$ cat src/rtl/io_timer_sched.sv
// Multiplexed virtual timer channels sharing one tick counter and one comparator,
// with round-robin presentation of expired channels on a single IRQ line.
module io_timer_sched #(
    parameter int CChCnt = 4,
    parameter int CCntW  = 16
) (
    input  logic              AClkH,
    input  logic              AResetH,
    input  logic              AClkHEn,
    input  logic              ASync1K,
    input  logic              ACfgWr,
    input  logic [2:0]        ACfgCh,
    input  logic [1:0]        ACfgMode,
    input  logic [CCntW-1:0]  ACfgPeriod,
    input  logic              AAckWr,
    input  logic [2:0]        AAckCh,
    output logic              AIrq,
    output logic [2:0]        AIrqCh,
    output logic [CChCnt-1:0] AOvr,
    output logic [CCntW-1:0]  ATime
);

    localparam logic [1:0] ModeOff = 2'd0;
    localparam logic [1:0] ModeOne = 2'd1;
    localparam logic [1:0] ModePer = 2'd2;

    logic [CCntW-1:0]  fTime;
    logic [CChCnt-1:0] fPend;
    logic [CChCnt-1:0] fOvr;
    logic [CChCnt-1:0] scanSel;
    logic [2:0]        scanIdx;
    logic [2:0]        scanIdxNext;
    logic [2:0]        rrPtr;
    logic [2:0]        selCh;
    logic              selValid;
    logic              cfgArm;

    assign cfgArm = (ACfgMode == 2'b01) || (ACfgMode == 2'b10);

    // Time base
    always_ff @(posedge AClkH) begin
        if (AResetH) begin
            fTime <= '0;
        end else if (AClkHEn && ASync1K) begin
            fTime <= fTime + CCntW'(1);
        end
    end

    // Scan FSM: state register, next-state and one-hot channel select
    always_ff @(posedge AClkH) begin
        if (AResetH) begin
            scanIdx <= '0;
        end else if (AClkHEn) begin
            scanIdx <= scanIdxNext;
        end
    end

    always_comb begin
        scanIdxNext = (scanIdx == 3'(CChCnt - 1)) ? 3'd0 : scanIdx + 3'd1;
    end

    always_comb begin
        scanSel = '0;
        for (int i = 0; i < CChCnt; i++) begin
            scanSel[i] = (scanIdx == 3'(i));
        end
    end

    genvar gi;
    generate
        for (gi = 0; gi < CChCnt; gi++) begin : gCh
            logic [1:0]       mode;
            logic [CCntW-1:0] deadline;
            logic [CCntW-1:0] period;
            logic             pend;
            logic             ovr;
            logic             cfgHere;
            logic             ackHere;
            logic             hit;

            assign cfgHere = ACfgWr && (ACfgCh == 3'(gi));
            assign ackHere = AAckWr && (AAckCh == 3'(gi));
            assign hit     = scanSel[gi] && (mode != ModeOff) && (deadline == fTime);

            // Configuration beats a simultaneous hit; a hit beats a simultaneous ack.
            always_ff @(posedge AClkH) begin
                if (AResetH) begin
                    mode     <= ModeOff;
                    deadline <= '0;
                    period   <= '0;
                    pend     <= 1'b0;
                    ovr      <= 1'b0;
                end else if (AClkHEn) begin
                    if (cfgHere) begin
                        pend <= 1'b0;
                        if (cfgArm) begin
                            deadline <= fTime + ACfgPeriod;
                            period   <= ACfgPeriod;
                            mode     <= (ACfgPeriod == '0) ? ModeOne : ACfgMode;
                            ovr      <= 1'b0;
                        end else begin
                            mode <= ModeOff;
                        end
                    end else if (hit) begin
                        pend <= 1'b1;
                        if (pend && !ackHere) begin
                            ovr <= 1'b1;
                        end
                        if (mode == ModePer) begin
                            deadline <= deadline + period;
                        end else begin
                            mode <= ModeOff;
                        end
                    end else if (ackHere) begin
                        pend <= 1'b0;
                    end
                end
            end

            assign fPend[gi] = pend;
            assign fOvr[gi]  = ovr;
        end
    endgenerate

    // Round-robin: first pending channel after the pointer, wrapping modulo CChCnt
    always_comb begin
        logic [3:0]        idx;
        logic [CChCnt-1:0] pendShift;
        selValid  = 1'b0;
        selCh     = rrPtr;
        idx       = '0;
        pendShift = '0;
        for (int k = 1; k <= CChCnt; k++) begin
            idx = {1'b0, rrPtr} + 4'(k);
            if (idx >= 4'(CChCnt)) begin
                idx = idx - 4'(CChCnt);
            end
            pendShift = fPend >> idx;
            if (!selValid && pendShift[0]) begin
                selValid = 1'b1;
                selCh    = idx[2:0];
            end
        end
    end

    always_ff @(posedge AClkH) begin
        if (AResetH) begin
            AIrq   <= 1'b0;
            AIrqCh <= '0;
            rrPtr  <= 3'(CChCnt - 1);
        end else if (AClkHEn) begin
            AIrq <= |fPend;
            if (selValid) begin
                AIrqCh <= selCh;
            end
            if (AAckWr && ({1'b0, AAckCh} < 4'(CChCnt))) begin
                rrPtr <= AAckCh;
            end
        end
    end

    assign AOvr  = fOvr;
    assign ATime = fTime;

endmodule
$ cat config.mk
export PLATFORM = sky130hd
export DESIGN_NAME = io_timer_sched
export DESIGN_NICKNAME = d
export VERILOG_FILES = /design/src/rtl/io_timer_sched.sv
export SDC_FILE = /design/constraint.sdc
export NUM_CORES = 1
export LEC_CHECK = 0
export ABC_AREA = 0
export CAP_MARGIN = 25
export CORE_AREA = 2 2 147 149
export DETAILED_ROUTE_END_ITERATION = 6
export DIE_AREA = 0 0 149 151
export PLACE_DENSITY_LB_ADDON = 0.25
export SKIP_CTS_REPAIR_TIMING = 1
export SLEW_MARGIN = 20
export SYNTH_ARGS = -nofsm -noshare
export SYNTH_HDL_FRONTEND = slang
export SYNTH_SLANG_ARGS = --single-unit
export TNS_END_PERCENT = 100
$ cat constraint.sdc
create_clock -name AClkH -period 3.2 [get_ports AClkH]
set_input_delay 0.64 -clock AClkH [delete_from_list [all_inputs] [get_ports AClkH]]
set_output_delay 0.64 -clock AClkH [all_outputs]
set_load 0.05 [all_outputs]
==> impl_metrics.py <==
metrics = {
    "grt": {
        "antenna_found_initial": 0,
        "track_usage": 0.347,
        "overflow": 0,
        "grt_max_degree": 76,
        "grt_pass1_vias": 10600,
        "grt_pass1_wl_mm": 59.4,
    },
    "synthesis": {
        "synth_nets": 1533,
        "yosysSeqAreaShare": 0.302,
        "syn-cell-area_sq_um": 11300,
        "yosysWarnings": 0,
        "synth_top_area_frac": 0.302,
        "yosysUniqueCellTypes": 85,
        "synth-edff-count": 0,
        "syn-instance-count": 1417,
        "avgSynthCellArea_sq_um": 7.96,
        "post-synth-top-area-cell": "dfxtp_1",
        "synthTopCellsByArea": "dfxtp_1 (30%), ha_1 (9.0%), nand2_1 (6.1%)",
        "async_reset_ff_frac": 0,
        "ys.flop_type": "dfxtp_1",
        "yosys_register_bits": 170,
    },
    "setup_path": {
        "crit_chain": "clkdlybuf4s50_1 > ha_1 > a21o_1 > a41oi_1 > nand3_1 > a31o_1 > a21oi_1 > xor2_1 > o211ai_1 > o211a_1",
        "worstRegToRegCells": 9,
        "reg2reg_to": "gCh[2].deadline[15]",
        "worstReg2RegStart": "ATime[5]",
        "cp-end-kind": "flop",
        "cp.required_ns": 3.53,
        "path_class": "in -> reg",
        "cp_data_arrival_time_ns": 3.32,
        "crit_slowest_cell": "clkdlybuf4s50_1",
        "worst_path_largest_cell_delay_ns": 0.56,
        "r2r_setup_slack_ns": 0.27,
        "cp_max_fo": 4,
        "crit_path_start_kind": "input port",
    },
    "place": {
        "place_area_sq_um": 12600,
        "dp.final_hpwl_mm": 28.7,
        "gp_congestion": 0.965,
        "place_ws_ns": -0.209,
        "io_buffers": 53,
    },
    "timing": {
        "layout_min_cycle_time_ns": 2.99,
        "period_share": 0.936,
        "worst_pin_slew_ns": 0.749,
        "slew_headroom": 0.500,
        "slew_viol_final": 0,
        "clock.fmax_ghz": 0.334,
        "hold_viol_final": 0,
        "fin_skew_ns": 0.00867,
        "setup_viol": 0,
        "setup_slack_ns": 0.205,
        "rsz0062_at_grt": "false",
    },
    "worst_hold_path": {
        "hold_start": "gCh[2].ovr",
        "whs_endpoint": "gCh[2].ovr",
        "hp-class": "reg -> reg",
        "holdPathStages": 2,
    },
    "run_status": {
        "status": "complete, no violations",
    },
    "clock_network": {
        "cts_buffer_depth": 2,
        "clock_latency_ns": 0.44,
        "htreeDepth": 4,
        "clkSinkCount": 170,
        "cts_tree": "yes",
        "cts_root_buf": "clkbuf_16",
        "path_clk_slew_ns": 0.06,
        "numCtsBuffers": 17,
    },
    "finish": {
        "areaGrowthSynthToFinish_pct": 17.1,
        "design_area_sq_um": 13200,
        "nets": 1630,
        "diodes": 0,
        "fin_util": 0.634,
        "layout-drive-gt1-share": 0.108,
    },
    "power_and_ir_drop": {
        "p_comb_frac": 0.104,
        "switching_share": 0.254,
        "seqPwrFrac": 0.446,
        "power.leakage_nw": 5.77,
        "p_switching_mw": 1.24,
        "clockPowerShare": 0.450,
        "p_total_mw": 4.86,
        "p_int_mw": 3.63,
        "power_density_nw_per_um2": 368,
        "ir_drop_mv": 0.309,
    },
    "drt": {
        "first_pass_iters": 5,
        "antenna_left": 0,
        "drc": 0,
        "drtIter0Drc": 1011,
        "vias": 11100,
        "vias_per_cell": 6.16,
        "drt_wl_total_mm": 38.4,
        "wire_per_inst_um": 21.3,
    },
    "die": {
        "start_util": 0.541,
        "dieHeight_um": 151,
        "die_w_um": 149,
        "core_sq_um": 20800,
        "placementRows": 53,
        "fp.dieArea_sq_um": 22500,
        "num_io_pins": 54,
    },
    "job": {
        "cap_violations": 0,
    },
}
-- worst max path at each step --
stage                        from             endpoint  cells past startpoint
3_5_place_dp        ACfgPeriod[1]   gCh[2].deadline[9]                     10
6_report            ACfgPeriod[1]   gCh[2].deadline[9]                     10
5_1_grt             ACfgPeriod[0]  gCh[0].deadline[14]                     12
4_1_cts        gCh[2].deadline[6]  gCh[2].deadline[15]                      8
2_1_floorplan           ATime[13]  gCh[2].deadline[15]                      9
3_3_place_gp        ACfgPeriod[1]   gCh[2].deadline[9]                     10
-- cell usage after synthesis, drive strengths merged (5+ instances only) --
| cell type | n |
|---|---|
| nand2 | 184 |
| nor2 | 171 |
| dfxtp | 170 |
| a21oi | 126 |
| ha | 81 |
| o21ai | 77 |
| xor2 | 75 |
| xnor2 | 63 |
| clkbuf | 53 |
| a211oi | 36 |
| nor3 | 31 |
| buf | 27 |
| nand3 | 27 |
| mux2i | 26 |
| inv | 25 |
| a21o | 19 |
| nor4 | 19 |
| and3 | 17 |
| a31oi | 14 |
| nand2b | 13 |
| and2 | 11 |
| nand4 | 11 |
| a311oi | 10 |
| o21bai | 9 |
| o211ai | 7 |
| or3 | 7 |
| a31o | 6 |
| nor3b | 6 |
| or2 | 6 |
| a2111oi | 5 |
| a211o | 5 |
| fa | 5 |
-- routing by layer --
metal	share of wire	track usage	wire, um
met1	0.42	0.447	16100
met2	0.45	0.561	17400
met3	0.085	0.0711	3260
met4	0.044	0.157	1700
met5	0	0	0
-- worst max-delay path, delay by kind of cell --
kind	cells	cell delay (ns)
AOI/OAI and AO/OA	6	1.22
xor gates and xnor gates	1	0.38
adders and majority gates	1	0.26
buffers and inverters	1	0.56
and+or+nand+nor	1	0.26
-- stage by stage --
| stage | instances | hold slack (ns) | setup TNS [ns] |
|---|---|---|---|
| 3_5_place_dp | 1770 | 0.444 | -2.83 |
| 5_1_grt | 1801 | 0.473 | 0 |
| 2_1_floorplan | 1417 | 0.430 | 0 |
| 6_report | 1801 | 0.452 | 0 |
| 3_3_place_gp | 1770 | 0.446 | -1.42 |
| 4_1_cts | 1801 | 0.451 | 0 |
-- cell usage in the layout, fill, tap and decap left out, drive strengths merged, types with 6 or more instances in the layout --
cell type	netlist	routed
nand2	184	184
nor2	171	171
dfxtp	170	170
a21oi	126	126
buf	27	106
ha	81	81
o21ai	77	77
xor2	75	75
xnor2	63	63
clkdlybuf4s50	0	52
a211oi	36	36
nor3	31	31
nand3	27	27
mux2i	26	26
clkbuf	53	26
inv	25	25
a21o	19	19
nor4	19	19
and3	17	17
a31oi	14	14
nand2b	13	13
nand4	11	11
and2	11	11
a311oi	10	10
o21bai	9	9
or3	7	7
o211ai	7	7
nor3b	6	6
or2	6	6
a31o	6	6
-- flip-flops by register name (all words and copies together) (netlist names) --
signal	cells
gCh.deadline	64
gCh.period	64
ATime	16
gCh.mode	8
gCh.ovr	4
gCh.pend	4
AIrqCh	3
rrPtr	3
scanIdx	3
AIrq	1
-- cell families (layout without fill, tap and decap cells) --
logic type               after synthesis  in the layout  synth area share
AND/OR/NAND/NOR                      523            523             0.214
multiplexers                          31             31            0.0291
AO/OA/AOI/OAI                        364            364             0.204
adder cells (fa/ha/maj)               86             86            0.0988
XOR/XNOR                             138            138             0.108
buffers and inverters                105            214            0.0438
flip-flops                           170            170             0.302
-- area by class of cell --
cell class | count | area [sq um]
Fill cell | 1861 | 7620
Multi-Input combinational cell | 1142 | 7390
Sequential cell | 170 | 3400
Timing Repair Buffer | 158 | 1370
Clock buffer | 26 | 529
Tap cell | 275 | 344
Inverter | 25 | 93.8
Clock inverter | 5 | 81.3
-- power groups by stage --
stage	Clock (mW)	Combinational [mW]	Sequential (mW)
floorplan	0	0.243	2.22
global placement	0	0.488	2.21
detailed placement	0	0.491	2.21
CTS	2.19	0.495	2.17
global route	2.27	0.535	2.17
finish	2.19	0.506	2.17
No activity file was read; power rests on OpenSTA's default activity.
